## config.mk

```make
export PLATFORM = sky130hd
export DESIGN_NAME = uart_frame_ctrl
export DESIGN_NICKNAME = d
export VERILOG_FILES = /design/src/rtl/uart_frame_ctrl.sv
export SDC_FILE = /design/constraint.sdc
export NUM_CORES = 1
export LEC_CHECK = 0
export CORE_ASPECT_RATIO = 1.25
export CORE_UTILIZATION = 30
export DETAILED_ROUTE_END_ITERATION = 6
export SLEW_MARGIN = 20
export SYNTH_ARGS = -nofsm -noshare
export SYNTH_HDL_FRONTEND = slang
export SYNTH_SLANG_ARGS = --single-unit
export TNS_END_PERCENT = 5
```

## constraint.sdc

```tcl
create_clock -name clk -period 2.85 [get_ports clk]
set_input_delay 0.4275 -clock clk [delete_from_list [all_inputs] [get_ports clk]]
set_output_delay 0.4275 -clock clk [all_outputs]
set_load 0.02 [all_outputs]
```

## src/rtl/uart_frame_ctrl.sv

```systemverilog
// ---------------------------------------------------------------------------
// uart_frame_ctrl
//
// Sequencing controller between the UART byte link and the CNN inference
// core. It hunts the received byte stream for a header byte, stores the
// following N_PIXELS payload bytes into the input frame buffer, pulses the
// core's start, waits for done, and returns the predicted class as an ASCII
// character followed by a newline through the UART transmitter. An
// inter-byte timeout abandons frames that stop arriving part-way through.
//
// Parameters
//   N_PIXELS      payload bytes per frame (>= 1)
//   ADDR_W        frame-buffer address width
//   HEADER        frame start marker byte
//   TIMEOUT_CLKS  max idle clocks between payload bytes (>= 2)
//
// Ports
//   clk        in   system clock (single domain)
//   reset      in   synchronous, active-high reset
//   rx_dv      in   one-cycle byte-valid pulse from the UART receiver
//   rx_byte    in   received byte, valid with rx_dv
//   tx_busy    in   UART transmitter busy, rises the cycle after tx_dv
//   tx_dv      out  one-cycle transmit request
//   tx_byte    out  byte to transmit, valid with tx_dv
//   fb_we      out  frame-buffer write enable (one cycle per payload byte)
//   fb_addr    out  frame-buffer write address
//   fb_wdata   out  frame-buffer write data
//   start      out  one-cycle inference start pulse
//   done       in   inference complete (pulse or level)
//   digit      in   predicted class, sampled when done is first seen
//   busy       out  high whenever the controller is not idle
//   frame_err  out  one-cycle pulse when a frame is abandoned on timeout
//
// All outputs are registered.
// ---------------------------------------------------------------------------
module uart_frame_ctrl #(
  parameter int unsigned N_PIXELS     = 784,
  // A one-pixel frame still needs a one-bit address port.
  parameter int unsigned ADDR_W       = (N_PIXELS > 1) ? $clog2(N_PIXELS) : 1,
  parameter logic [7:0]  HEADER       = 8'hA5,
  parameter int unsigned TIMEOUT_CLKS = 1_000_000
) (
  input  logic              clk,
  input  logic              reset,
  input  logic              rx_dv,
  input  logic [7:0]        rx_byte,
  input  logic              tx_busy,
  output logic              tx_dv,
  output logic [7:0]        tx_byte,
  output logic              fb_we,
  output logic [ADDR_W-1:0] fb_addr,
  output logic [7:0]        fb_wdata,
  output logic              start,
  input  logic              done,
  input  logic [3:0]        digit,
  output logic              busy,
  output logic              frame_err
);

  // -------------------------------------------------------------------------
  // Constants
  // -------------------------------------------------------------------------
  // The byte counter carries one extra bit so a power-of-two frame length
  // cannot wrap back to zero before the last byte is recognised.
  localparam int unsigned CNT_W = ADDR_W + 1;
  localparam logic [CNT_W-1:0] CNT_LAST = CNT_W'(N_PIXELS - 1);

  // The idle counter restarts at zero on every payload byte. The abort is
  // raised while it steps to TIMEOUT_CLKS-1, so frame_err appears exactly
  // TIMEOUT_CLKS cycles after the last accepted byte.
  localparam int unsigned TMO_W = (TIMEOUT_CLKS > 2) ? $clog2(TIMEOUT_CLKS) : 1;
  localparam logic [TMO_W-1:0] TMO_LAST = TMO_W'(TIMEOUT_CLKS - 2);

  localparam logic [7:0] ASCII_ZERO = 8'h30;
  localparam logic [7:0] ASCII_QM   = 8'h3F;
  localparam logic [7:0] ASCII_LF   = 8'h0A;

  // -------------------------------------------------------------------------
  // State encoding
  // -------------------------------------------------------------------------
  // Each transmitted byte is acknowledged in two steps: first wait for the
  // transmitter to report busy (it takes one cycle to react), then wait for
  // it to go idle again. This keeps tx_dv from ever firing back to back.
  localparam logic [3:0] S_IDLE        = 4'd0;
  localparam logic [3:0] S_LOAD        = 4'd1;
  localparam logic [3:0] S_START       = 4'd2;
  localparam logic [3:0] S_WAIT_DONE   = 4'd3;
  localparam logic [3:0] S_TX_CHAR     = 4'd4;
  localparam logic [3:0] S_ACK_CHAR_HI = 4'd5;
  localparam logic [3:0] S_ACK_CHAR_LO = 4'd6;
  localparam logic [3:0] S_TX_NL       = 4'd7;
  localparam logic [3:0] S_ACK_NL_HI   = 4'd8;
  localparam logic [3:0] S_ACK_NL_LO   = 4'd9;

  // -------------------------------------------------------------------------
  // Registers
  // -------------------------------------------------------------------------
  logic [3:0]        state_q,     state_d;
  logic [CNT_W-1:0]  cnt_q,       cnt_d;
  logic [TMO_W-1:0]  tmo_q,       tmo_d;
  logic [7:0]        char_q,      char_d;

  logic              tx_dv_q,     tx_dv_d;
  logic [7:0]        tx_byte_q,   tx_byte_d;
  logic              fb_we_q,     fb_we_d;
  logic [ADDR_W-1:0] fb_addr_q,   fb_addr_d;
  logic [7:0]        fb_wdata_q,  fb_wdata_d;
  logic              start_q,     start_d;
  logic              busy_q,      busy_d;
  logic              frame_err_q, frame_err_d;

  // -------------------------------------------------------------------------
  // Next-state logic
  // -------------------------------------------------------------------------
  always_comb begin
    // NOTE: every _d signal is given a default before the case statement so
    // no path through the decoder leaves a value unassigned (no latches).
    state_d     = state_q;
    cnt_d       = cnt_q;
    tmo_d       = tmo_q;
    char_d      = char_q;
    tx_dv_d     = 1'b0;
    tx_byte_d   = tx_byte_q;
    fb_we_d     = 1'b0;
    fb_addr_d   = fb_addr_q;
    fb_wdata_d  = fb_wdata_q;
    start_d     = 1'b0;
    frame_err_d = 1'b0;

    case (state_q)
      S_IDLE: begin
        // Anything other than the header is discarded while hunting.
        if (rx_dv && (rx_byte == HEADER)) begin
          state_d = S_LOAD;
          cnt_d   = '0;
          tmo_d   = '0;
        end
      end

      S_LOAD: begin
        // Inside the payload every byte is data, including HEADER values.
        if (rx_dv) begin
          fb_we_d    = 1'b1;
          fb_addr_d  = cnt_q[ADDR_W-1:0];
          fb_wdata_d = rx_byte;
          tmo_d      = '0;
          if (cnt_q == CNT_LAST) begin
            state_d = S_START;
          end else begin
            cnt_d = cnt_q + 1'b1;
          end
        end else if (tmo_q == TMO_LAST) begin
          // A byte arriving in this same cycle takes the branch above
          // instead, so a late but in-time byte is never lost.
          frame_err_d = 1'b1;
          state_d     = S_IDLE;
        end else begin
          tmo_d = tmo_q + 1'b1;
        end
      end

      S_START: begin
        start_d = 1'b1;
        state_d = S_WAIT_DONE;
      end

      S_WAIT_DONE: begin
        // The class is captured on the first done cycle; a level-style done
        // that stays high is not looked at again until the next frame.
        if (done) begin
          char_d  = (digit <= 4'd9) ? (ASCII_ZERO + {4'h0, digit}) : ASCII_QM;
          state_d = S_TX_CHAR;
        end
      end

      S_TX_CHAR: begin
        if (!tx_busy) begin
          tx_dv_d   = 1'b1;
          tx_byte_d = char_q;
          state_d   = S_ACK_CHAR_HI;
        end
      end

      S_ACK_CHAR_HI: if (tx_busy)  state_d = S_ACK_CHAR_LO;
      S_ACK_CHAR_LO: if (!tx_busy) state_d = S_TX_NL;

      S_TX_NL: begin
        if (!tx_busy) begin
          tx_dv_d   = 1'b1;
          tx_byte_d = ASCII_LF;
          state_d   = S_ACK_NL_HI;
        end
      end

      S_ACK_NL_HI: if (tx_busy)  state_d = S_ACK_NL_LO;
      S_ACK_NL_LO: if (!tx_busy) state_d = S_IDLE;

      default: state_d = S_IDLE;
    endcase

    // busy is registered from the next state so it tracks the state register
    // without an extra cycle of lag.
    busy_d = (state_d != S_IDLE);
  end

  // -------------------------------------------------------------------------
  // State registers
  // -------------------------------------------------------------------------
  // NOTE: sequential state uses non-blocking assignments so every register
  // samples the pre-edge values regardless of statement order.
  always_ff @(posedge clk) begin
    if (reset) begin
      state_q     <= S_IDLE;
      cnt_q       <= '0;
      tmo_q       <= '0;
      char_q      <= '0;
      tx_dv_q     <= 1'b0;
      tx_byte_q   <= '0;
      fb_we_q     <= 1'b0;
      fb_addr_q   <= '0;
      fb_wdata_q  <= '0;
      start_q     <= 1'b0;
      busy_q      <= 1'b0;
      frame_err_q <= 1'b0;
    end else begin
      state_q     <= state_d;
      cnt_q       <= cnt_d;
      tmo_q       <= tmo_d;
      char_q      <= char_d;
      tx_dv_q     <= tx_dv_d;
      tx_byte_q   <= tx_byte_d;
      fb_we_q     <= fb_we_d;
      fb_addr_q   <= fb_addr_d;
      fb_wdata_q  <= fb_wdata_d;
      start_q     <= start_d;
      busy_q      <= busy_d;
      frame_err_q <= frame_err_d;
    end
  end

  // -------------------------------------------------------------------------
  // Outputs
  // -------------------------------------------------------------------------
  assign tx_dv     = tx_dv_q;
  assign tx_byte   = tx_byte_q;
  assign fb_we     = fb_we_q;
  assign fb_addr   = fb_addr_q;
  assign fb_wdata  = fb_wdata_q;
  assign start     = start_q;
  assign busy      = busy_q;
  assign frame_err = frame_err_q;

  // -------------------------------------------------------------------------
  // Interface properties
  // -------------------------------------------------------------------------
  a_addr_in_range : assert property (@(posedge clk) disable iff (reset)
    fb_we |-> ({1'b0, fb_addr} <= CNT_LAST));

  a_tx_dv_spaced : assert property (@(posedge clk) disable iff (reset)
    tx_dv |=> !tx_dv);

  a_start_single : assert property (@(posedge clk) disable iff (reset)
    start |=> !start);

  a_err_drops_busy : assert property (@(posedge clk) disable iff (reset)
    frame_err |-> !busy);

endmodule

```

==> out/qor.yml <==
pwr:
  p_int_mw: 1.70
  clkPwrFrac: 0.525
  seqPwrFrac: 0.446
  p_comb_frac: 0.029
  max-vdd-ir-drop_v: 0.000269
  p_leak_nw: 1.37
  p_sw_uw: 437
  switching_share: 0.205
  pwr_density_cell_mw_per_mm2: 515
die:
  start_util: 0.313
  rows: 41
  fp.dieW_um: 94.3
  ios: 48
  core_area_mm2: 0.0102
  die_h_um: 117
  dieArea_mm2: 0.0111
setup_path:
  worstPathRequired_ns: 3.11
  endpoint_kind: "flop"
  start_kind: "primary input"
  cp_max_fo: 14
  critPathKind: "primary input to flop"
  arrival_ns: 2.76
clock_tree:
  path_clk_slew_ns: 0.05
  cts_made_buffers: 9
  clk_latency_ns: 0.33
  ctsResizeCount: 0
  cts_tree: "built"
  clockBufferDepth: 2
  cts.sinks: 68
  cts.htree.levels: 3
  cts_setup_buffers: 0
  cts_hold_buffers: 0
  cts-root-buf: "clkbuf_16"
layout:
  syn_to_final_growth_pct: 30.0
  nNetsFinal: 460
  diodes: 0
  final_layout_size_suffix_gt1_frac: 0.103
  fin_area_mm2: 0.00415
sta:
  finClkSkew_ns: 0.00487
  fin_crit_sh: 0.878
  tns_ns: 0
  finalSetupViolCount: 0
  hold_viol_final: 0
  rsz0062_at_grt: "false"
  relSlewSlack: 0.483
  tightestPinTransition_ns: 0.772
  period_needed_ns: 2.50
  max_freq_mhz: 400
  slew_violations: 0
synth:
  ys_seq_area_frac: 0.426
  synth_edf_count: 0
  yosysUniqueCellTypes: 54
  syn_area_mm2: 0.00319
  synth.largest_area_cell: "dfxtp_1"
  async_reset_ff_frac: 0
  ys_ff_latch: 68
  yosysTopAreaCellShare: 0.426
  synth_cells: 385
  yosysWarnings: 0
  synth-main-ff-cell: "dfxtp_1"
  synthTopCellsByArea: "dfxtp_1, a21oi_1, nand2_1"
  syn-mean-instance-area_um2: 8.29
grt:
  grt_max_degree: 33
  grt_pass1_vias: 2839
  gr-usage-met1: 0.179
  grt_pass1_wl_um: 13200
  use_met2: 0.249
  gr-total-overflow: 0
  grt_usage: 0.150
  grt_most_used_layer: "met2"
  antenna_found_initial: 0
  met3_usage: 0.0344
routing:
  viasPerCell: 5.12
  wl_per_cell_um: 13.2
  drtIter0Drc: 109
  finalWirelength_um: 7580
  drc_errors: 0
  detail-route-antenna-nets: 0
  via_count: 2937
  drt_first_pass_iters: 4
placement:
  place_area_mm2: 0.00385
  gp_congestion: 0.821
  place_hpwl_um: 5420
  io_buffers: 45
outcome:
  outcome: "completed"
job:
  drv_cap: 0
min_path:
  min_path_type: "flop to flop"
synthesized netlist by cell type (2+ instances only):
cell	count
or4_1	8
nand4bb_1	2
nand3_1	16
a211oi_1	7
a311oi_1	2
mux2i_1	8
and2_1	5
and3_1	4
nor3b_1	2
o41ai_1	2
a21oi_2	2
or4b_1	3
inv_1	6
ha_1	3
and4b_1	2
or2_2	3
dfxtp_1	68
nand2_1	53
or3_1	8
buf_4	3
xnor2_1	6
o21ai_0	15
o211ai_1	2
nor2b_1	3
and4_1	5
buf_2	4
nand4_1	8
a21oi_1	44
clkbuf_1	13
a31oi_1	2
nor4_1	8
nor3_1	5
nor2_1	34
nor4b_1	3
nand2b_1	4
o31ai_1	4
cell usage in the layout (no fill, tap or decap), types with 3 or more instances in the layout:
| master | n |
|---|---|
| mux2i_1 | 8 |
| and2_1 | 5 |
| nand2b_1 | 4 |
| nand4_1 | 8 |
| dfxtp_1 | 68 |
| xnor2_1 | 6 |
| a21oi_1 | 44 |
| o21ai_0 | 15 |
| inv_1 | 6 |
| clkdlybuf4s50_1 | 44 |
| clkbuf_16 | 9 |
| nor4b_1 | 3 |
| nor4_1 | 8 |
| nor3_1 | 5 |
| or4b_1 | 3 |
| a211oi_1 | 7 |
| nand2_1 | 53 |
| buf_4 | 18 |
| or4_1 | 8 |
| or2_2 | 3 |
| ha_1 | 3 |
| clkinv_2 | 4 |
| nand3_1 | 16 |
| nor2_1 | 34 |
| o31ai_1 | 4 |
| and3_1 | 4 |
| nor2b_1 | 3 |
| and4_1 | 5 |
| or3_1 | 8 |
final timing paths:
path / start / endpoint / slack (ns) / cells past startpoint
max: rx_dv / cnt_q[9] / 0.35 / 6
min: tx_byte[2] / tx_byte[2] / 0.45 / 2
max reg2reg: state_q[2] / cnt_q[9] / 0.37 / 5
min reg2reg: tx_byte[2] / tx_byte[2] / 0.45 / 2
routing by layer:
metal / vias up / share of wire
met3: 10 / 0.027
met2: 35 / 0.51
met1: 1376 / 0.44
met4: 0 / 0.019
li1: 1516 / -
met5: - / 0
flip-flops by register name, summed over array words and instances (netlist names):
signal	cells
frame_err	1
busy	1
fb_addr	10
tx_byte	5
tx_dv	1
tmo_q	20
fb_we	1
cnt_q	11
start	1
fb_wdata	8
state_q	4
char_q	5
metrics by stage:
| step | cells | hold slack (ns) | total power, mW | utilization | setup slack (ns) |
|---|---|---|---|---|---|
| after detailed placement | 558 | 0.444 | 1.04 | 0.377 | -0.0125 |
| after CTS | 574 | 0.452 | 2.17 | 0.406 | 0.335 |
| final | 574 | 0.448 | 2.14 | 0.406 | 0.349 |
| after global placement | 558 | 0.440 | 1.03 | 0.377 | 0.0170 |
| after global routing | 574 | 0.466 | 2.21 | 0.406 | 0.211 |
| after floorplan | 386 | 0.440 | 1.00 | - | 0.462 |
critical path, cell delays in order:
cell and delay [ns]:
clkdlybuf4s50_1 0.49, or3b_1 0.37, or4_1 0.50, a21o_1 0.32, or4_1 0.51, a21oi_1 0.14
power groups by stage:
| stage | sequential (mW) | combinational, mW | clock [mW] |
|---|---|---|---|
| finish | 0.952 | 0.0624 | 1.12 |
| detailed placement | 0.972 | 0.0630 | 0 |
| global placement | 0.972 | 0.0622 | 0 |
| floorplan | 0.972 | 0.0283 | 0 |
| CTS | 0.951 | 0.0631 | 1.15 |
| global route | 0.951 | 0.0686 | 1.19 |
kinds of logic (layout without fill, tap and decap cells):
group	after synthesis	after routing	synth area share
AO/OA/AOI/OAI	88	88	0.167
buffers and inverters	26	85	0.0357
adder cells (fa/ha/maj)	3	3	0.0118
other	1	2	0.00117
flip-flops	68	68	0.427
XOR/XNOR	7	7	0.0192
AND/OR/NAND/NOR	183	183	0.310
multiplexers	9	9	0.0286
final cells by class:
cell class | instances | area [um^2]
clock buffers | 11 | 253
clock inverters | 5 | 50.0
fillers | 1068 | 6060
inverters | 6 | 22.5
multi-input cells | 292 | 1720
flip-flops and latches | 68 | 1360
well taps | 129 | 161
repair buffers | 63 | 581
(Power assumes the default switching activity.)
==> RTL edit: new RTL, same flow settings <==
Put one more register stage on the output `start`. The value now appears one clock later. The other outputs are not delayed to match. Comments in the files are not updated.
--- a/src/rtl/uart_frame_ctrl.sv
+++ b/src/rtl/uart_frame_ctrl.sv
@@ -91,6 +91,8 @@
   localparam logic [3:0] S_TX_NL       = 4'd7;
   localparam logic [3:0] S_ACK_NL_HI   = 4'd8;
   localparam logic [3:0] S_ACK_NL_LO   = 4'd9;
+
+  logic start_c;
 
   // -------------------------------------------------------------------------
   // Registers
@@ -246,7 +248,7 @@
   assign fb_we     = fb_we_q;
   assign fb_addr   = fb_addr_q;
   assign fb_wdata  = fb_wdata_q;
-  assign start     = start_q;
+  assign start_c   = start_q;
   assign busy      = busy_q;
   assign frame_err = frame_err_q;
 
@@ -260,10 +262,14 @@
     tx_dv |=> !tx_dv);
 
   a_start_single : assert property (@(posedge clk) disable iff (reset)
-    start |=> !start);
+    start_c |=> !start_c);
 
   a_err_drops_busy : assert property (@(posedge clk) disable iff (reset)
     frame_err |-> !busy);
 
+  always_ff @(posedge clk) begin
+    start <= start_c;
+  end
+
 endmodule
 
Formal check against the unedited RTL: no difference found for any inputs over 10 cycles, from zero or initial values and one cycle with reset high; that may be too few to reach the edited logic, so the function may still have changed.
==> RTL edit against the unedited design <==
Non-clock buffer count down 1. Final area decreased by 0.57%. Area after synthesis is 0.63% higher. Synthesized cell count increased by 0.26%. Power fell by 5.1%. Worst setup slack got worse by 0.089 ns. Critical path depth is the same. Wire length shrank 0.54%. Sequential cell count rose by 1. Die area increased by 0.62%. Via count up 0.54%. Critical endpoint is now tmo_q[14]. Largest cell class unchanged. Highest routed layer unchanged.
==> RTL edit: results <==
group,metric,value,unit
yosys,ys_seq_area_share,43.0,%
yosys,synth_area_per_cell,8.32,sq um
global_route,grt_max_degree,41,
power,ir_drop,0.213,mV
routing,dr_wl_met2,3.82,mm
power,intPower,1.62,mW
run_status,outcome,"completed",
global_route,grt_pass1_wl,12.9,mm
power,pwr-share-seq,47.7,%
yosys,synthTopCellsByArea,"dfxtp_1 (43%), a21oi_1 (6.9%), nand2_1 (6.2%)",
power,powerClk,0.998,mW
global_route,grt_util_all_layers,14.7,%
critical_path,cpMaxStageDelayCell,"clkdlybuf4s50_1",
routing,drt-initial-drc-count,100,
global_route,met1_usage,17.5,%
routing,wire_per_inst,13.2,um
power,p_leak,1.35,nW
placed_design,dp_slack,-0.0850,ns
power,powerDensity,491,nW/um^2
global_route,met3_usage,4.07,%
routing,drt_wl_total,7.54,mm
placed_design,dpl_cell_area,3860,sq um
critical_path,path_max_fanout,4,
sta,tightestPinTransition,0.634,ns
sta,skew,0.00322,ns
RTL edit: cell types whose count changed after synthesis:
cell / delta
dfxtp_1: +1
RTL edit: final cells by class:
type                    instances  area, sq um
fillers                      1079         6130
inverters                       6         22.5
multi-input cells             292         1720
repair buffers                 62          573
well taps                     129          161
flip-flops and latches         69         1380
clock inverters                 2         10.0
clock buffers                  12          256
RTL edit: kinds of logic (layout without fill, tap and decap cells):
kind of cell    Yosys count  in the layout  synth area share [%]
compound gates           88             88                  16.6
xor+xnor                  7              7                  1.91
fa+ha+maj                 3              3                  1.17
buf+inv                  26             82                  3.55
flops                    69             69                  43.0
mux                       9              9                  2.84
other cells               1              2                 0.117
simple gates            183            183                  30.8
RTL edit: final timing paths:
check / endpoint / slack [ns] / cells after the start
setup / recovery: tmo_q[14] / 0.26 / 6
hold / removal: start / 0.32 / 0
setup reg to reg: tmo_q[14] / 0.33 / 5
hold reg to reg: start / 0.32 / 0
